## src/rtl/tone_envelope.sv

```systemverilog
// ---------------------------------------------------------------------------
// tone_envelope
//
// Output stage behind the PWM tone modulator. The block applies a per-note
// ADSR amplitude envelope to the square tone and drives the 1-bit audio pin.
// The envelope amplitude sets the duty cycle of a 255-clock carrier PWM, and
// that PWM gates the tone.
//
// Optional feature (macro ENV_EXP_RELEASE_EN):
//   defined   : each RELEASE step subtracts max(1, amp>>4). This gives a
//               pseudo-exponential decay that saturates at 0.
//   undefined : each RELEASE step subtracts 1 (linear).
//
// Ports:
//   clk_i    in   system clock
//   rst_ni   in   synchronous, active-low reset
//   ena_i    in   global enable. When low, everything freezes and sound_o
//                 goes to 0.
//   strb_i   in   note-onset pulse. It (re)starts ATTACK and keeps the
//                 current amplitude.
//   gate_i   in   note-held level. Low starts RELEASE.
//   tone_i   in   square tone from the PWM modulator
//   mute_i   in   forces a silent output. The envelope keeps running.
//   sound_o  out  gated audio bit, registered (1 clk after tone_i)
//   amp_o    out  current envelope amplitude
//   state_o  out  IDLE=0 ATTACK=1 DECAY=2 SUSTAIN=3 RELEASE=4
//   busy_o   out  high whenever state_o is not IDLE
// ---------------------------------------------------------------------------
module tone_envelope #(
   parameter int unsigned        AW          = 8,
   parameter int unsigned        DIV_BW      = 16,
   parameter logic [DIV_BW-1:0]  ATTACK_DIV  = 16'd188,
   parameter logic [DIV_BW-1:0]  DECAY_DIV   = 16'd376,
   parameter logic [AW-1:0]      SUSTAIN_LVL = 8'd160,
   parameter logic [DIV_BW-1:0]  RELEASE_DIV = 16'd752
) (
   input  logic          clk_i,
   input  logic          rst_ni,
   input  logic          ena_i,
   input  logic          strb_i,
   input  logic          gate_i,
   input  logic          tone_i,
   input  logic          mute_i,
   output logic          sound_o,
   output logic [AW-1:0] amp_o,
   output logic [2:0]    state_o,
   output logic          busy_o
);

   typedef enum logic [2:0] {
      S_IDLE    = 3'd0,
      S_ATTACK  = 3'd1,
      S_DECAY   = 3'd2,
      S_SUSTAIN = 3'd3,
      S_RELEASE = 3'd4
   } state_t;

   localparam logic [AW-1:0] AMP_MAX = '1;
   // Common width for comparing the 8-bit carrier against the amplitude.
   localparam int CMPW = (AW > 8) ? AW : 8;

   state_t            state_q, state_d;
   logic [AW-1:0]     amp_q, amp_d;
   logic [DIV_BW-1:0] pre_q, pre_d;
   logic [7:0]        car_q, car_d;
   logic              sound_q, sound_d;

   logic [DIV_BW-1:0] div_sel;
   logic [DIV_BW-1:0] div_m1;
   logic              tc;
   logic              pwm;
   logic [AW-1:0]     rel_dec;
   logic [AW-1:0]     amp_rel;

   // Choose the prescaler divisor for the current state. A divisor of 0 or 1
   // produces one step per clock.
   always_comb begin
      div_sel = DIV_BW'(1);
      case (state_q)
         S_ATTACK:  div_sel = ATTACK_DIV;
         S_DECAY:   div_sel = DECAY_DIV;
         S_RELEASE: div_sel = RELEASE_DIV;
         default:   div_sel = DIV_BW'(1);
      endcase
      div_m1 = div_sel - DIV_BW'(1);
      tc     = (div_sel <= DIV_BW'(1)) || (pre_q >= div_m1);
   end

   // Compute the amount one RELEASE step subtracts. The result saturates at 0.
   always_comb begin
`ifdef ENV_EXP_RELEASE_EN
      rel_dec = amp_q >> 4;
      if (rel_dec == '0) begin
         rel_dec = AW'(1);
      end
`else
      rel_dec = AW'(1);
`endif
      amp_rel = (amp_q > rel_dec) ? (amp_q - rel_dec) : '0;
   end

   // The carrier runs 0..254, so amp=255 keeps pwm permanently high.
   assign pwm = (CMPW'(car_q) < CMPW'(amp_q));

   always_comb begin
      state_d = state_q;
      amp_d   = amp_q;
      pre_d   = pre_q;
      car_d   = car_q;
      sound_d = tone_i & pwm & ~mute_i & ena_i;

      if (ena_i) begin
         car_d = (car_q == 8'd254) ? 8'd0 : (car_q + 8'd1);
         pre_d = tc ? '0 : (pre_q + DIV_BW'(1));

         if (strb_i) begin
            // Retrigger. The current amplitude is kept so the output does
            // not click.
            state_d = S_ATTACK;
            pre_d   = '0;
         end else if (!gate_i && (state_q inside {S_ATTACK, S_DECAY, S_SUSTAIN})) begin
            state_d = S_RELEASE;
            pre_d   = '0;
         end else begin
            // A transition takes priority over a step in the same cycle.
            case (state_q)
               S_ATTACK: begin
                  if (amp_q == AMP_MAX) begin
                     state_d = S_DECAY;
                     pre_d   = '0;
                  end else if (tc) begin
                     amp_d = amp_q + AW'(1);
                  end
               end
               S_DECAY: begin
                  if (amp_q <= SUSTAIN_LVL) begin
                     state_d = S_SUSTAIN;
                     pre_d   = '0;
                  end else if (tc) begin
                     amp_d = amp_q - AW'(1);
                  end
               end
               S_RELEASE: begin
                  if (amp_q == '0) begin
                     state_d = S_IDLE;
                     pre_d   = '0;
                  end else if (tc) begin
                     amp_d = amp_rel;
                  end
               end
               S_IDLE, S_SUSTAIN: begin
                  pre_d = '0;
               end
               default: begin
                  state_d = S_IDLE;
                  pre_d   = '0;
               end
            endcase
         end
      end
   end

   always_ff @(posedge clk_i) begin
      if (!rst_ni) begin
         state_q <= S_IDLE;
         amp_q   <= '0;
         pre_q   <= '0;
         car_q   <= '0;
         sound_q <= 1'b0;
      end else begin
         state_q <= state_d;
         amp_q   <= amp_d;
         pre_q   <= pre_d;
         car_q   <= car_d;
         sound_q <= sound_d;
      end
   end

   assign sound_o = sound_q;
   assign amp_o   = amp_q;
   assign state_o = state_q;
   assign busy_o  = (state_q != S_IDLE);

endmodule
```

## config.mk

```make
export PLATFORM = sky130hd
export DESIGN_NAME = tone_envelope
export DESIGN_NICKNAME = d
export VERILOG_FILES = /design/src/rtl/tone_envelope.sv
export SDC_FILE = /design/constraint.sdc
export NUM_CORES = 1
export LEC_CHECK = 0
export CAP_MARGIN = 0
export CORE_ASPECT_RATIO = 0.9
export CORE_UTILIZATION = 55
export CTS_CLUSTER_SIZE = 12
export DETAILED_ROUTE_END_ITERATION = 10
export GPL_ROUTABILITY_DRIVEN = 0
export PLACE_DENSITY_LB_ADDON = 0.12
export REMOVE_ABC_BUFFERS = 1
export SYNTH_ARGS = -nofsm -noshare
export SYNTH_HDL_FRONTEND = slang
export SYNTH_SLANG_ARGS = --single-unit
```

## constraint.sdc

```tcl
create_clock -name clk_i -period 3.64 [get_ports clk_i]
set_input_delay 0.364 -clock clk_i [delete_from_list [all_inputs] [get_ports clk_i]]
set_output_delay 0.364 -clock clk_i [all_outputs]
set_load 0.05 [all_outputs]
```

==> metrics.md <==
| Metric | Value |
|---|---|
| Final hold vios | 0 |
| Setup crit end kind | register |
| Min cycle time layout | 3.18 ns |
| Setup violators final | 0 |
| Slowest CP cell | a2111oi_2 |
| 1st-pass router iterations | 5 |
| R2R Setup Slk | 0.46 ns |
| Max IR drop VDD | 0.226 mV |
| Seq/Total Area, Yosys | 0.274 |
| Area leader, netlist | dfxtp_1 |
| Critical Path RT | 3.84 ns |
| F_max | 0.315 GHz |
| Grt ovf | 0 |
| # DRC | 0 |
| Post-CTS Resized | 0 |
| NumNets Final | 373 |
| Post-synth EDFFs | 0 |
| Top cells by area, synth | dfxtp_1, ha_1, nand4_1 |
| Core area | 4520 µm² |
| Top cells by count, synth | dfxtp_1, nand2_1, ha_1, nor2_1, inv_1 |
| Deepest clock path buffer count | 2 |
| First-pass GRT wire length | 10200 µm |
| GRT Total Usage | 0.270 |
| Fraction of registers with async set/reset | 0 |
| Final period util | 0.873 |
| Final ANT Viol Nets | 0 |
| Clk Latency, worst-skew pair | 0.30 ns |
| Layout area overhead | 12.9% |
| Vias | 2475 |
| IO Port Bufs | 19 |
| Area of the mapped netlist | 2630 µm² |
| Die Ht | 67.6 µm |
| Vias in the first global route | 2174 |
| Setup TNS | 0 ns |
| Slew margin rel. | 0.525 |
| Worst slew pin tran | 0.711 ns |
| Count of cell types in the netlist | 60 |
| DIE AREA | 5070 µm² |
| Startpoint Class | register |
| Initial antenna violation count | 0 |
| Row cnt | 23 |
| #FFs+latches synth | 36 |
| Fraction of power spent switching nets | 0.289 |
| Avg Synthesized Cell Area | 8.15 µm² |
| Synth top area share | 0.274 |
| Final wirelength | 6300 µm |
| DPL Wire Length | 4600 µm |
| Initial DRC Count | 148 |
| Crit path kind | reg -> reg |
| Die width | 74.9 µm |
| Synth Warn # | 0 |
| Setup WS pre-CTS | 0.484 ns |
| RSZ-0062 raised after global routing | no |
| Largest net degree at the start of global routing | 21 |
| Seq pwr share | 0.478 |
| Final Max Slew Viols | 0 |
| Leakage | 1.08 nW |
| Hold Crit Class | reg -> reg |
| Primary FF master, synth | dfxtp_1 |
| Clock root cell | clkbuf_8 |
| Psw | 246 µW |
| Clock skew | 0.0116 ns |
| Final worst setup slack | 0.463 ns |
| Worst-path clk slew | 0.08 ns |
| Internal power | 606 µW |
| Synth Instances | 323 |
| Cts bufs inserted | 5 |
| PD cells | 287 nW/µm² |
| Clock Sinks | 36 |
| Count leader, synth | dfxtp_1 |
| Vias per cell | 6.11 |
| Layout cells sized above 1 | 0.108 |
| Ports | 20 |
| MaxCap Viol Count | 0 |
| DR WL/cell | 15.6 µm |
| Crit-path cells | xnor2_1 -> nor2_2 -> clkinv_1 -> ha_1 -> nand4_1 -> a2111oi_2 -> or3b_4 -> nand2_1 -> o311a_1 |
| Hold-fix buffers at CTS | 0 |
| Initial core utilization | 0.582 |
| Worst-path maximum fanout | 12 |
| Comb power frac | 0.160 |
| TritonCTS clock tree | built |
| Status | finished, final reports clean |
| Antenna diode count | 0 |
| Clock power share | 0.362 |
| Worst EP arrival | 3.37 ns |
| Max stage delay on crit path | 0.55 ns |
| Final total power | 853 µW |
| Setup Fix Bufs, Post-CTS | 0 |
| Top Family by Delay on Critical Path | compound AO/OA/AOI/OAI gates |
| Buf+Inv Stages, Crit Path | 1 |
| H-tree Lvls | 2 |
-- sequential cells by signal, indices dropped and copies added (netlist names) --
register  flops
pre_q        16
amp_o         8
car_q         8
state_o       3
sound_o       1
-- power groups by stage --
stage          registers [mW]  clock network [mW]  logic [mW]
5_1_grt                 0.409               0.326       0.149
4_1_cts                 0.408               0.312       0.136
3_5_place_dp            0.417                   0       0.135
2_1_floorplan           0.422                   0      0.0857
6_report                0.408               0.308       0.137
3_3_place_gp            0.417                   0       0.134
-- tightest hold or removal path: cells and delay by family (launching register included) --
family / cells / cell delay [ns]
and+or+nand+nor: 1 / 0.07
AOI/OAI and AO/OA: 1 / 0.05
DFF: 1 / 0.34
-- layout by cell type, fill, tap and decap left out, types with 3 or more instances in the layout --
cell	synthesis	final
a21oi_1	17	17
nand2_1	27	27
a221oi_2	4	4
xor2_1	6	6
nor4_1	3	3
inv_1	23	23
ha_1	24	24
dfxtp_1	36	36
clkdlybuf4s50_1	0	19
nor2_1	24	24
nand3_1	14	14
nor3_1	7	7
and3_1	8	8
o21ai_0	15	15
buf_4	2	7
a41oi_1	8	8
nand4_1	19	19
nand2b_1	8	8
o31ai_1	3	3
clkbuf_8	0	6
xnor2_1	3	3
a221oi_1	3	3
or3_1	6	6
a21o_1	8	8
-- metal layers --
metal / vias to the layer above / track usage / share of wire
li1: 1251 / - / -
met1: 1133 / 0.389 / 0.49
met2: 81 / 0.402 / 0.43
met3: 10 / 0.0478 / 0.075
met4: 0 / 0.0873 / 0.013
met5: - / 0 / 0
-- per-stage QoR --
step / util / hold slack [ns] / std cells / cell area [µm²]
floorplan: - / 0.459 / 309 / 2560
global placement: 0.637 / 0.487 / 397 / 2880
detailed placement: 0.637 / 0.493 / 397 / 2880
CTS: 0.658 / 0.502 / 405 / 2970
global route: 0.658 / 0.533 / 405 / 2970
finish: 0.658 / 0.504 / 405 / 2970
-- area by class of cell --
type	instances	area [µm²]
Fill cell	385	1550
Clock buffer	7	86.3
Multi-Input combinational cell	248	1740
Tap cell	62	77.6
Sequential cell	36	721
Inverter	25	93.8
Timing Repair Buffer	26	243
Clock inverter	1	7.51
-- kinds of logic (layout without fill, tap and decap cells) --
kind of cell    after synthesis  count (layout)  synth area share
compound gates               82              82             0.240
fa+ha+maj                    24              24             0.114
xor+xnor                      9               9            0.0300
flops                        36              36             0.274
buf+inv                      39              59            0.0637
simple gates                133             133             0.279
-- worst paths after layout --
check	startpoint	to	depth (start not counted)
min reg2reg	pre_q[10]$_SDFFE_PN0P_	pre_q[10]$_SDFFE_PN0P_	2
max	state_o[2]$_SDFFE_PN0P_	amp_o[3]$_SDFFE_PN0P_	9
max reg2reg	state_o[2]$_SDFFE_PN0P_	amp_o[3]$_SDFFE_PN0P_	9
min	pre_q[10]$_SDFFE_PN0P_	pre_q[10]$_SDFFE_PN0P_	2
(Power assumes the default switching activity.)
